$ cat src/rtl/cpu_core_mc.sv
// Multi-cycle accumulator CPU: A/B registers, ALU, Z/N/C/V flags, PC with conditional jumps.
// Latency: 2 cycles per instruction (FETCH+EXEC) plus one cycle per instruction-memory wait state.
// Backpressure: imem_req holds with a stable imem_addr until imem_ack; ack outside FETCH is ignored.
module cpu_core_mc #(
    parameter int DATA_W = 8,
    parameter int PC_W   = 8,
    parameter int OPC_W  = 7
) (
    input  logic                      clk,
    input  logic                      rst_n,
    output logic [PC_W-1:0]           imem_addr,
    output logic                      imem_req,
    input  logic                      imem_ack,
    input  logic [OPC_W+DATA_W:0]     imem_data,
    output logic [DATA_W-1:0]         reg_a,
    output logic [DATA_W-1:0]         reg_b,
    output logic [3:0]                flags,
    output logic [DATA_W-1:0]         alu_out,
    output logic                      retired,
    output logic                      halted
);
    localparam int INSTR_W = OPC_W + 1 + DATA_W;
    localparam int MSB     = DATA_W - 1;

    typedef enum logic [1:0] {ST_FETCH, ST_EXEC, ST_HALT} state_t;
    typedef enum logic [3:0] {
        ALU_NONE, ALU_PASS, ALU_ADD, ALU_SUB, ALU_AND,
        ALU_OR, ALU_XOR, ALU_NOT, ALU_SHL, ALU_SHR
    } alu_op_t;

    state_t              state_q, state_d;
    logic [PC_W-1:0]     pc_q, pc_d;
    logic [DATA_W-1:0]   a_q, a_d, b_q, b_d;
    logic [3:0]          flags_q, flags_d;
    logic [INSTR_W-1:0]  ir_q, ir_d;
    logic                imem_req_q, imem_req_d;
    logic                retired_q, retired_d;
    logic                halted_q, halted_d;

    // Instruction fields; the reserved bit between opcode and K carries no meaning
    logic [OPC_W-1:0]    opc;
    logic [DATA_W-1:0]   k;
    logic                rsv_unused;
    assign opc        = ir_q[INSTR_W-1 -: OPC_W];
    assign k          = ir_q[DATA_W-1:0];
    assign rsv_unused = ir_q[DATA_W];

    // Decoded controls
    int                  op_i;
    int                  grp;
    logic [1:0]          sub;
    alu_op_t             alu_op;
    logic [DATA_W-1:0]   x, y;
    logic                wr_a, wr_b, wr_f, jmp, is_hlt;

    // ALU results
    logic [DATA_W-1:0]   res;
    logic [DATA_W:0]     wide;
    logic                c_new, v_new;

    // Decode: opcodes 0x00-0x23 come in groups of four sharing one operation;
    // binary groups are {A=A op B, B=B op A, A=A op K, B=B op K},
    // unary groups are {A=f(A), A=f(B), B=f(A), B=f(B)}
    always_comb begin
        op_i   = int'(opc);
        grp    = op_i >> 2;
        sub    = opc[1:0];
        alu_op = ALU_NONE;
        x      = a_q;
        y      = b_q;
        wr_a   = 1'b0;
        wr_b   = 1'b0;
        wr_f   = 1'b0;
        jmp    = 1'b0;
        is_hlt = 1'b0;
        if (op_i <= 32'h13 || (op_i >= 32'h18 && op_i <= 32'h1B)) begin
            x    = sub[0] ? b_q : a_q;
            y    = sub[1] ? k : (sub[0] ? a_q : b_q);
            wr_a = !sub[0];
            wr_b = sub[0];
            wr_f = (grp != 0);
            case (grp)
                0:       alu_op = ALU_PASS;
                1:       alu_op = ALU_ADD;
                2:       alu_op = ALU_SUB;
                3:       alu_op = ALU_AND;
                4:       alu_op = ALU_OR;
                default: alu_op = ALU_XOR;
            endcase
        end else if (op_i <= 32'h23) begin
            x    = sub[0] ? b_q : a_q;
            wr_a = !sub[1];
            wr_b = sub[1];
            wr_f = 1'b1;
            case (grp)
                5:       alu_op = ALU_NOT;
                7:       alu_op = ALU_SHL;
                default: alu_op = ALU_SHR;
            endcase
        end else begin
            case (op_i)
                32'h24: begin x = b_q; y = DATA_W'(1); alu_op = ALU_ADD; wr_b = 1'b1; wr_f = 1'b1; end
                32'h25: begin x = a_q; y = b_q; alu_op = ALU_SUB; wr_f = 1'b1; end
                32'h26: begin x = a_q; y = k;   alu_op = ALU_SUB; wr_f = 1'b1; end
                32'h27: jmp = 1'b1;
                32'h28: jmp = flags_q[3];
                32'h29: jmp = !flags_q[3];
                32'h2A: jmp = flags_q[1];
                32'h2B: jmp = flags_q[2] ^ flags_q[0];
                32'h2D: is_hlt = 1'b1;
                default: ;
            endcase
        end
    end

    // ALU: arithmetic carries out through the extra bit of wide; SUB carry is the borrow
    always_comb begin
        res   = '0;
        wide  = '0;
        c_new = 1'b0;
        v_new = 1'b0;
        case (alu_op)
            ALU_PASS: res = y;
            ALU_ADD: begin
                wide  = {1'b0, x} + {1'b0, y};
                res   = wide[MSB:0];
                c_new = wide[DATA_W];
                v_new = (x[MSB] == y[MSB]) && (res[MSB] != x[MSB]);
            end
            ALU_SUB: begin
                wide  = {1'b0, x} - {1'b0, y};
                res   = wide[MSB:0];
                c_new = wide[DATA_W];
                v_new = (x[MSB] != y[MSB]) && (res[MSB] != x[MSB]);
            end
            ALU_AND: res = x & y;
            ALU_OR:  res = x | y;
            ALU_XOR: res = x ^ y;
            ALU_NOT: res = ~x;
            ALU_SHL: begin res = {x[MSB-1:0], 1'b0}; c_new = x[MSB]; end
            ALU_SHR: begin res = {1'b0, x[MSB:1]};   c_new = x[0];   end
            default: ;
        endcase
    end

    // Next state: FETCH waits for ack, EXEC commits results, HALT freezes everything
    always_comb begin
        state_d    = state_q;
        pc_d       = pc_q;
        a_d        = a_q;
        b_d        = b_q;
        flags_d    = flags_q;
        ir_d       = ir_q;
        imem_req_d = imem_req_q;
        retired_d  = 1'b0;
        halted_d   = halted_q;
        case (state_q)
            ST_FETCH: begin
                imem_req_d = 1'b1;
                if (imem_req_q && imem_ack) begin
                    ir_d       = imem_data;
                    state_d    = ST_EXEC;
                    imem_req_d = 1'b0;
                    retired_d  = 1'b1;
                end
            end
            ST_EXEC: begin
                if (wr_a) a_d = res;
                if (wr_b) b_d = res;
                if (wr_f) flags_d = {(res == '0), res[MSB], c_new, v_new};
                pc_d = jmp ? PC_W'(k) : pc_q + PC_W'(1);
                if (is_hlt) begin
                    state_d    = ST_HALT;
                    halted_d   = 1'b1;
                    imem_req_d = 1'b0;
                end else begin
                    state_d    = ST_FETCH;
                    imem_req_d = 1'b1;
                end
            end
            ST_HALT: imem_req_d = 1'b0;
            default: state_d = ST_FETCH;
        endcase
    end

    // Architectural state and registered outputs
    always_ff @(posedge clk or negedge rst_n) begin
        if (!rst_n) begin
            state_q    <= ST_FETCH;
            pc_q       <= '0;
            a_q        <= '0;
            b_q        <= '0;
            flags_q    <= '0;
            ir_q       <= '0;
            imem_req_q <= 1'b0;
            retired_q  <= 1'b0;
            halted_q   <= 1'b0;
        end else begin
            state_q    <= state_d;
            pc_q       <= pc_d;
            a_q        <= a_d;
            b_q        <= b_d;
            flags_q    <= flags_d;
            ir_q       <= ir_d;
            imem_req_q <= imem_req_d;
            retired_q  <= retired_d;
            halted_q   <= halted_d;
        end
    end

    assign imem_addr = pc_q;
    assign imem_req  = imem_req_q;
    assign reg_a     = a_q;
    assign reg_b     = b_q;
    assign flags     = flags_q;
    assign alu_out   = (state_q == ST_EXEC) ? res : '0;
    assign retired   = retired_q;
    assign halted    = halted_q;
endmodule

$ cat config.mk
export PLATFORM = sky130hd
export DESIGN_NAME = cpu_core_mc
export DESIGN_NICKNAME = d
export VERILOG_FILES = /design/src/rtl/cpu_core_mc.sv
export SDC_FILE = /design/constraint.sdc
export NUM_CORES = 1
export LEC_CHECK = 0
export CAP_MARGIN = 20
export CORE_MARGIN = 2
export CORE_UTILIZATION = 55
export CTS_CLUSTER_DIAMETER = 50
export CTS_CLUSTER_SIZE = 30
export DETAILED_ROUTE_END_ITERATION = 16
export GPL_TIMING_DRIVEN = 0
export PLACE_DENSITY = 0.8
export SLEW_MARGIN = 30
export SYNTH_ARGS = -nofsm -noshare
export SYNTH_HDL_FRONTEND = slang
export SYNTH_SLANG_ARGS = --single-unit
$ cat constraint.sdc
create_clock -name clk -period 4.7 [get_ports clk]
set_clock_uncertainty 0.1 [all_clocks]
set_input_delay 0.47 -clock clk [delete_from_list [all_inputs] [get_ports clk]]
set_output_delay 0.47 -clock clk [all_outputs]
set_load 0.02 [all_outputs]
Word level (Yosys, flattened, before mapping):

Index checks and enable logic that the tools add are counted.
W data, S select, Z words.

* flip-flop bits (word level): 49
* latch bits: 0
* memory bits (writable): 0
* ROM bits: 0
* bits of input ports: 19
* output and inout bits: 39
* logic and storage cells: 115
* memories kept: 0

* add/subtract/negate cells: 3
* multiply operators: 0
* div/mod/pow operators: 0
* magnitude comparators: 4
* equal/unequal tests: 31
* shifts and indexed selects: 0
* mux-type cells: 41
* bitwise gates (word level): 6
* reduce and logical (&&, ||, !) cells: 21

Operators with widths (number)
* $mux W8: 10
* $pmux W8 S9: 1
* $eq A7 B6 Y1 const B: 9
* $logic_not A32 Y1: 1
* $reduce_bool A32 Y1: 1
* $mux W1: 17
* $eq A4 B3 Y1 const B: 4
* $pmux W8 S2: 1
* $eq A5 B3 Y1 const B: 3
* $pmux W3 S5: 1
* $le A7 B5 Y1 const B: 2
* $reduce_and A2 Y1: 6
* $eq A5 B2 Y1 const B: 2
* $add A8 B8 Y9: 1
* $sub A8 B8 Y9: 1
* $add A8 B1 Y8 const B: 1
* $and A8 B8 Y8: 1
* $eq A4 B2 Y1 const B: 2
* $eq A4 B4 Y1 const B: 2
* $logic_not A8 Y1: 1
* $mux W4: 2
* $not A8 Y8: 1
* $or A8 B8 Y8: 1
* $pmux W4 S2: 1
* other kinds (26): 34

Depth between registers and ports, before layout:

Gate-level depths: netlist (run 1).

* depth in word-level cells: 8
* depth in mapped cells: 17
* depth with buffers taken out: 16

Least setup slack after synthesis (run 1):

No wires, ideal clock.

* kind: register to output
* start point: register ir_q[10]
* end point: output port alu_out[7]
* arrival time: 3389 ps
* data required time: 4130 ps
* setup slack: 741 ps
* cell stages (with the launch flop): 15
* path buffers: 1
* cells stage by stage: dfrtp_1 buf_4 nor3_1 a22oi_4 mux2i_1 inv_1 ha_1 o21ba_2 o211ai_1 a2111oi_0 nor2_1 a21oi_1 xnor2_1 o21ai_0 and2_1

* longest elaborated chain between the ends: 8
* elaborated cells between the ends (all ways): 37
* those cells by class: add/sub: 2; order compare: 4; eq/ne: 12; mux: 12; bitwise: 4; reduce/logical: 3

RTL lines
* start, declared: RTL line 35 `logic [INSTR_W-1:0] ir_q, ir_d;`
* start signal, assigned: RTL line 204 `ir_q <= ir_d;`
* branches (longest 6 deep; another with $sub A8 B8 Y9)
* $pmux W8 S9 (*): RTL line 122 `case (alu_op)`
* $mux W8 (*): RTL line 216 `assign alu_out = (state_q == ST_EXEC) ? res : '0;`
* end, declared: RTL line 18 `output logic [DATA_W-1:0] alu_out,`

Every way passes the cells marked *.

Worst setup path in the final report (run 1):

* start point: register ir_q[11]
* end point: output port alu_out[6]

The elaborated chain is that of the path after synthesis.

==> results.yml, run 1 <==
floorplan:
  fp.dieW_um: 89.93
  fp.dieH_um: 89.93
  dieArea_mm2: 0.008087
  num_rows: 31
  io_pins: 58
  start_util: 0.5630
  core-area_mm2: 0.007214
synth:
  synthTopCellsByCount: "48 x dfrtp_1, 35 x nand2_1, 34 x nor2_1"
  async_flop_share: 1.000
  syn_inst: 452
  synthFlopType: "dfrtp_1"
  synth.largest_area_cell: "dfrtp_1"
  synth_area_leaders: "dfrtp_1 30%, ha_1 9.2%, mux2_2 7.8%"
  synth_edf_count: 0
  ys_ff_latch: 48
  synth.distinct_cells: 73
  synth_nets: 503
  yosysTopAreaCellShare: 0.2957
  yosysSeqAreaShare: 0.2957
  yosysWarnings: 0
  synth_area_mm2: 0.004061
  yosysMostFrequentCell: "dfrtp_1"
  avgSynthCellArea_um2: 8.985
setup_path:
  path_class: "reg -> out"
  slowest_delay_ns: 0.39
  cp_num_buf_inv: 6
  required_ns: 4.13
  cpMostUsedCell: "buf_4"
  crit_slowest_cell: "dfrtp_1"
  end_kind: "output port"
  arrival_ns: 4.03
  start_kind: "flop"
  path_cells: "buf_6 > o31ai_4 > a22oi_4 > buf_12 > buf_4 > mux2_4 > clkinv_2 > ha_1 > inv_1 > fa_1 > nand2b_1 > a21oi_1 > nor2_2 > o31ai_2 > a22oi_1 > xnor2_1 > o21ai_2 > and2_1 > buf_4"
  crit_family: "compound AO/OA/AOI/OAI gates"
  critPathMaxFanout: 10
grt:
  grt_max_degree: 49
  grt-ovfl-total: 0
  antenna_found_initial: 0
  grt_pass1_vias: 3716
  track_usage: 0.3017
  grt_pass1_wl_mm: 19.58
finish:
  synthToLayoutAreaGrowth_pct: 26.12
  drive_above_1_share: 0.2125
  diodes: 0
  fill_cells: 586
  nNetsFinal: 577
clock_tree:
  htreeDepth: 2
  hold_buffers: 0
  cts_root_buf: "clkbuf_8"
  cts_tree: "yes"
  numCtsBuffers: 5
  numClockSinks: 48
  insertion_delay_ns: 0.32
  cts.path.max_buffers: 2
  clk_pin_slew_worst_paths_ns: 0.11
timing:
  layout_min_cycle_time_ns: 4.599
  hold_viol: 0
  tightest_slew_ns: 0.8601
  fin_crit_sh: 0.9786
  tns_ns: 0
  slew_headroom: 0.4102
  rsz0062_at_grt: "yes"
  slew_violations: 0
  setup_viol: 0
  max_freq_mhz: 217.4
place:
  numPortBuffers: 56
  place_hpwl_mm: 9.128
  gp_congestion: 0.9303
drt:
  drcViolationCount: 0
  drtIter0Drc: 457
  finalWirelength_mm: 12.43
  dr.pass1.iters: 6
  ant_nets: 0
  routedWlPerCell_um: 19.85
  viasPerCell: 6.323
  routed-via-count: 3958
worst_hold_path:
  min_path_type: "in -> async"
flow_run:
  cap_violations: 0
status:
  status: "finished, final reports clean"
## registers in the layout, summed over array words and instances (netlist names)
register   flops
reg_b          8
imem_addr      8
halted         1
retired        1
state_q        2
flags          4
reg_a          8
imem_req       1
ir_q          15
## through the flow
step,util,instances,worst slack (ns),hold slack [ns],instance area [µm²]
after CTS,0.6998,621,0.002085,0.07313,5049
after global placement,0.6578,607,-0.6937,0.3517,4746
after floorplan,-,452,0.7413,0.07441,4061
after global routing,0.7100,626,-0.03503,0.09100,5122
after detailed placement,0.6582,607,-0.6890,0.3543,4748
final,0.7100,626,0.1006,0.04614,5122
## cell families after synthesis
kind of cell    share of synthesized area
compound gates                     0.2443
simple gates                       0.1590
buf+inv                           0.06469
flops                              0.2957
mux                                0.1146
fa+ha+maj                          0.1023
xor+xnor                          0.01941
## timing repair
item,4_1_cts,5_1_grt
gates resized for setup,29,15
endpoints found under the setup margin,6,6
endpoints found under the hold margin,0,0
pin swaps,8,8
setup buffers,9,5
## worst paths after layout
| check | slack, ns | cells past startpoint | start | to |
|---|---|---|---|---|
| setup / recovery | 0.10 | 19 | ir_q[11]$_DFFE_PN0P_ | alu_out[6] |
| hold / removal | 0.05 | 1 | rst_n | flags[0]$_DFFE_PN0P_ |
| setup reg to reg | 0.52 | 17 | ir_q[11]$_DFFE_PN0P_ | flags[3]$_DFFE_PN0P_ |
| hold reg to reg | 0.38 | 1 | halted$_DFFE_PN0P_ | halted$_DFFE_PN0P_ |
| min in group clk | 0.38 | 1 | halted$_DFFE_PN0P_ | halted$_DFFE_PN0P_ |
| max in group asynchronous | 4.02 | 1 | rst_n | ir_q[12]$_DFFE_PN0P_ |
## area by class of cell
| type | count | area, µm² | area share |
|---|---|---|---|
| clock inverter | 3 | 68.82 | 0.01343 |
| sequential | 48 | 1204 | 0.2350 |
| multi-input combinational | 345 | 2738 | 0.5344 |
| buffer | 20 | 115.1 | 0.02247 |
| tap | 99 | 123.9 | 0.02418 |
| clock buffer | 5 | 68.82 | 0.01343 |
| inverter | 36 | 136.4 | 0.02662 |
| timing repair buffer | 70 | 668.1 | 0.1304 |
## layer usage
layer | share of wire | global-route usage | vias up | routed length (µm)
met5 | 0 | 0.05769 | - | 0
met4 | 0.021 | 0.08462 | 0 | 263
met3 | 0.082 | 0.06454 | 39 | 1022
met2 | 0.47 | 0.4754 | 192 | 5795
met1 | 0.43 | 0.4177 | 1928 | 5344
li1 | - | - | 1799 | -
## cell usage in the layout, fill, tap and decap left out, drive strengths merged, types with 3 or more instances in the layout
master / count
or3: 3
o21bai: 5
mux2: 30
nand2: 35
clkbuf: 16
a21o: 4
a31o: 3
o211ai: 7
clkdlybuf4s50: 50
o2111ai: 4
xnor2: 9
o221ai: 5
nand2b: 4
o22ai: 4
and2: 7
inv: 36
and3: 4
a221oi: 8
a21oi: 29
a31oi: 6
nor2b: 4
nor4: 3
nor3b: 4
o21ai: 25
o31ai: 4
a22oi: 6
nand3: 9
buf: 26
mux2i: 12
dfrtp: 48
ha: 30
or2: 4
nor3: 7
o21a: 3
nor2: 34
a211oi: 5
Power of run 1 is not shown: default switching activity piles up to over one toggle a cycle in this logic, so the estimate is an artifact.
==> run 2, diff against run 1 <==
--- a/config.mk
+++ b/config.mk
@@ -5,7 +5,6 @@
 export SDC_FILE = /design/constraint.sdc
 export NUM_CORES = 1
 export LEC_CHECK = 0
-export CAP_MARGIN = 20
 export CORE_MARGIN = 2
 export CORE_UTILIZATION = 55
 export CTS_CLUSTER_DIAMETER = 50
==> results of run 2 <==
Final layout, timing and power as in run 1 (identical DEF).
Power of run 2 is left out for the same reason.
==> run 3, diff against run 2 <==
--- a/config.mk
+++ b/config.mk
@@ -5,7 +5,6 @@
 export SDC_FILE = /design/constraint.sdc
 export NUM_CORES = 1
 export LEC_CHECK = 0
-export CORE_MARGIN = 2
 export CORE_UTILIZATION = 55
 export CTS_CLUSTER_DIAMETER = 50
 export CTS_CLUSTER_SIZE = 30
==> run 3 against run 2 <==
Net effect: worst setup slack better by 0.0047 ns; critical path type unchanged; first-iteration DRC count down 22%; critical endpoint is now alu_out[1]; non-clock buffer count up 1.
==> results.yml, run 3 (same netlist as run 1, synthesis figures left out) <==
setup_path:
  r2r-start: "ir_q[13]$_DFFE_PN0P_"
  rr_worst_depth: 16
  arrival_ns: 4.02
  required_ns: 4.13
  cpMostUsedCell: "inv_1"
  start_kind: "flop"
  path_class: "reg -> out"
  critPathMaxFanout: 10
  crit_slowest_cell: "clkdlybuf4s50_1"
  slowest_delay_ns: 0.54
  path_cells: "buf_6 > nor3b_4 > o21ai_1 > o21bai_1 > nand3_1 > inv_1 > ha_1 > inv_1 > fa_1 > inv_1 > o211ai_1 > o2111ai_2 > and2_1 > clkdlybuf4s50_1"
  end_kind: "output port"
  startpoint: "ir_q[12]$_DFFE_PN0P_"
finish:
  synthToLayoutAreaGrowth_pct: 25.75
  drive_above_1_share: 0.2027
  diodes: 0
  layout_common_cells: "50 x clkdlybuf4s50_1, 47 x dfrtp_1, 35 x nand2_1"
  final_common_cell: "clkdlybuf4s50_1"
  stdcell_area_mm2: 0.005107
  regMostFlops: "ir_q"
  fin_util: 0.7355
  largest_reg_flops: 15
  nNetsFinal: 578
timing:
  tightest_slew_ns: 0.7634
  setup_viol: 0
  max_freq_mhz: 217.6
  layout_min_cycle_time_ns: 4.595
  rsz0062_at_grt: "yes"
  slew_headroom: 0.4765
  slew_violations: 0
  fin_crit_sh: 0.9776
  hold_viol: 0
floorplan:
  dieArea_mm2: 0.007732
  fp.dieH_um: 87.93
  io_pins: 58
  start_util: 0.5849
  num_rows: 30
  fp.dieW_um: 87.93
  core-area_mm2: 0.006944
drt:
  dr.pass1.iters: 6
  routedWlPerCell_um: 19.75
  finalWirelength_mm: 12.33
  routed-via-count: 3997
  viasPerCell: 6.405
  ant_nets: 0
  drcViolationCount: 0
  drtIter0Drc: 357
grt:
  grt_pass1_vias: 3803
  grt_max_degree: 49
  track_usage: 0.3270
  grt-ovfl-total: 0
  antenna_found_initial: 0
  grt_pass1_wl_mm: 19.12
clock_tree:
  cts_root_buf: "clkbuf_8"
  cts_tree: "yes"
  insertion_delay_ns: 0.31
  htreeDepth: 2
  cts.path.max_buffers: 2
  clk_pin_slew_worst_paths_ns: 0.10
  numCtsBuffers: 5
  numClockSinks: 48
  hold_buffers: 0
place:
  dpl-instance-area_mm2: 0.004745
  gp_congestion: 0.9768
  place_hpwl_mm: 8.859
  numPortBuffers: 56
worst_hold_path:
  min_path_type: "in -> async"
flow_run:
  cap_violations: 0
status:
  status: "finished, final reports clean"
## run 3: cell types whose count changed in the layout (fill, tap and decap cells not counted), sizes merged
cell          before  now
dlymetal6s2s       1    2
dlygate4sd2        2    1
clkbuf            16   17
## run 3: timing repair
| action | in CTS | in global routing |
|---|---|---|
| pin swaps | 7 | 6 |
| buffers inserted | 12 | 3 |
| endpoints found under the setup margin | 7 | 5 |
| gates resized for setup | 22 | 14 |
## run 3: path summary, 6_finish.rpt
check / slack [ns] / endpoint
setup / recovery: 0.11 / alu_out[1]
hold / removal: 0.04 / flags[0]$_DFFE_PN0P_
setup reg to reg: 0.61 / reg_b[7]$_DFFE_PN0P_
hold reg to reg: 0.38 / halted$_DFFE_PN0P_
max in group asynchronous: 4.02 / ir_q[12]$_DFFE_PN0P_
min in group clk: 0.38 / halted$_DFFE_PN0P_
## run 3: area by class of cell
type / count / area, µm²
Inverter: 36 / 136.4
Clock buffer: 5 / 68.82
Multi-Input combinational cell: 345 / 2719
Fill cell: 519 / 1837
Buffer: 20 / 115.1
Tap cell: 96 / 120.1
Timing Repair Buffer: 71 / 676.9
Sequential cell: 48 / 1202
Clock inverter: 3 / 68.82
## run 3: worst max-delay path: cells and delay by family (launching register included)
family | cells | cell delay (ns)
DFF | 1 | 0.48
and+or+nand+nor | 3 | 0.66
buffers and inverters | 5 | 0.94
AOI/OAI and AO/OA | 4 | 0.96
adders and majority gates | 2 | 0.67
## run 3: stage by stage
step / TNS (ns) / hold WS (ns) / setup slack (ns) / std cells
detailed placement: -1.773 / 0.3585 / -0.7706 / 604
global placement: -1.737 / 0.3523 / -0.7367 / 604
finish: 0 / 0.03945 / 0.1053 / 624
global route: -0.09270 / 0.09162 / -0.04768 / 624
floorplan: 0 / 0.07441 / 0.7413 / 452
CTS: -0.04289 / 0.09250 / -0.02458 / 621
## run 3: routing by layer
| layer | up-vias | global-route usage | part of all wire |
|---|---|---|---|
| met5 | - | 0 | 0 |
| met4 | 0 | 0.1401 | 0.034 |
| met3 | 48 | 0.06032 | 0.086 |
| met2 | 211 | 0.5123 | 0.45 |
| met1 | 1927 | 0.4433 | 0.43 |
| li1 | 1811 | - | - |
Power of run 3 is left out for the same reason.
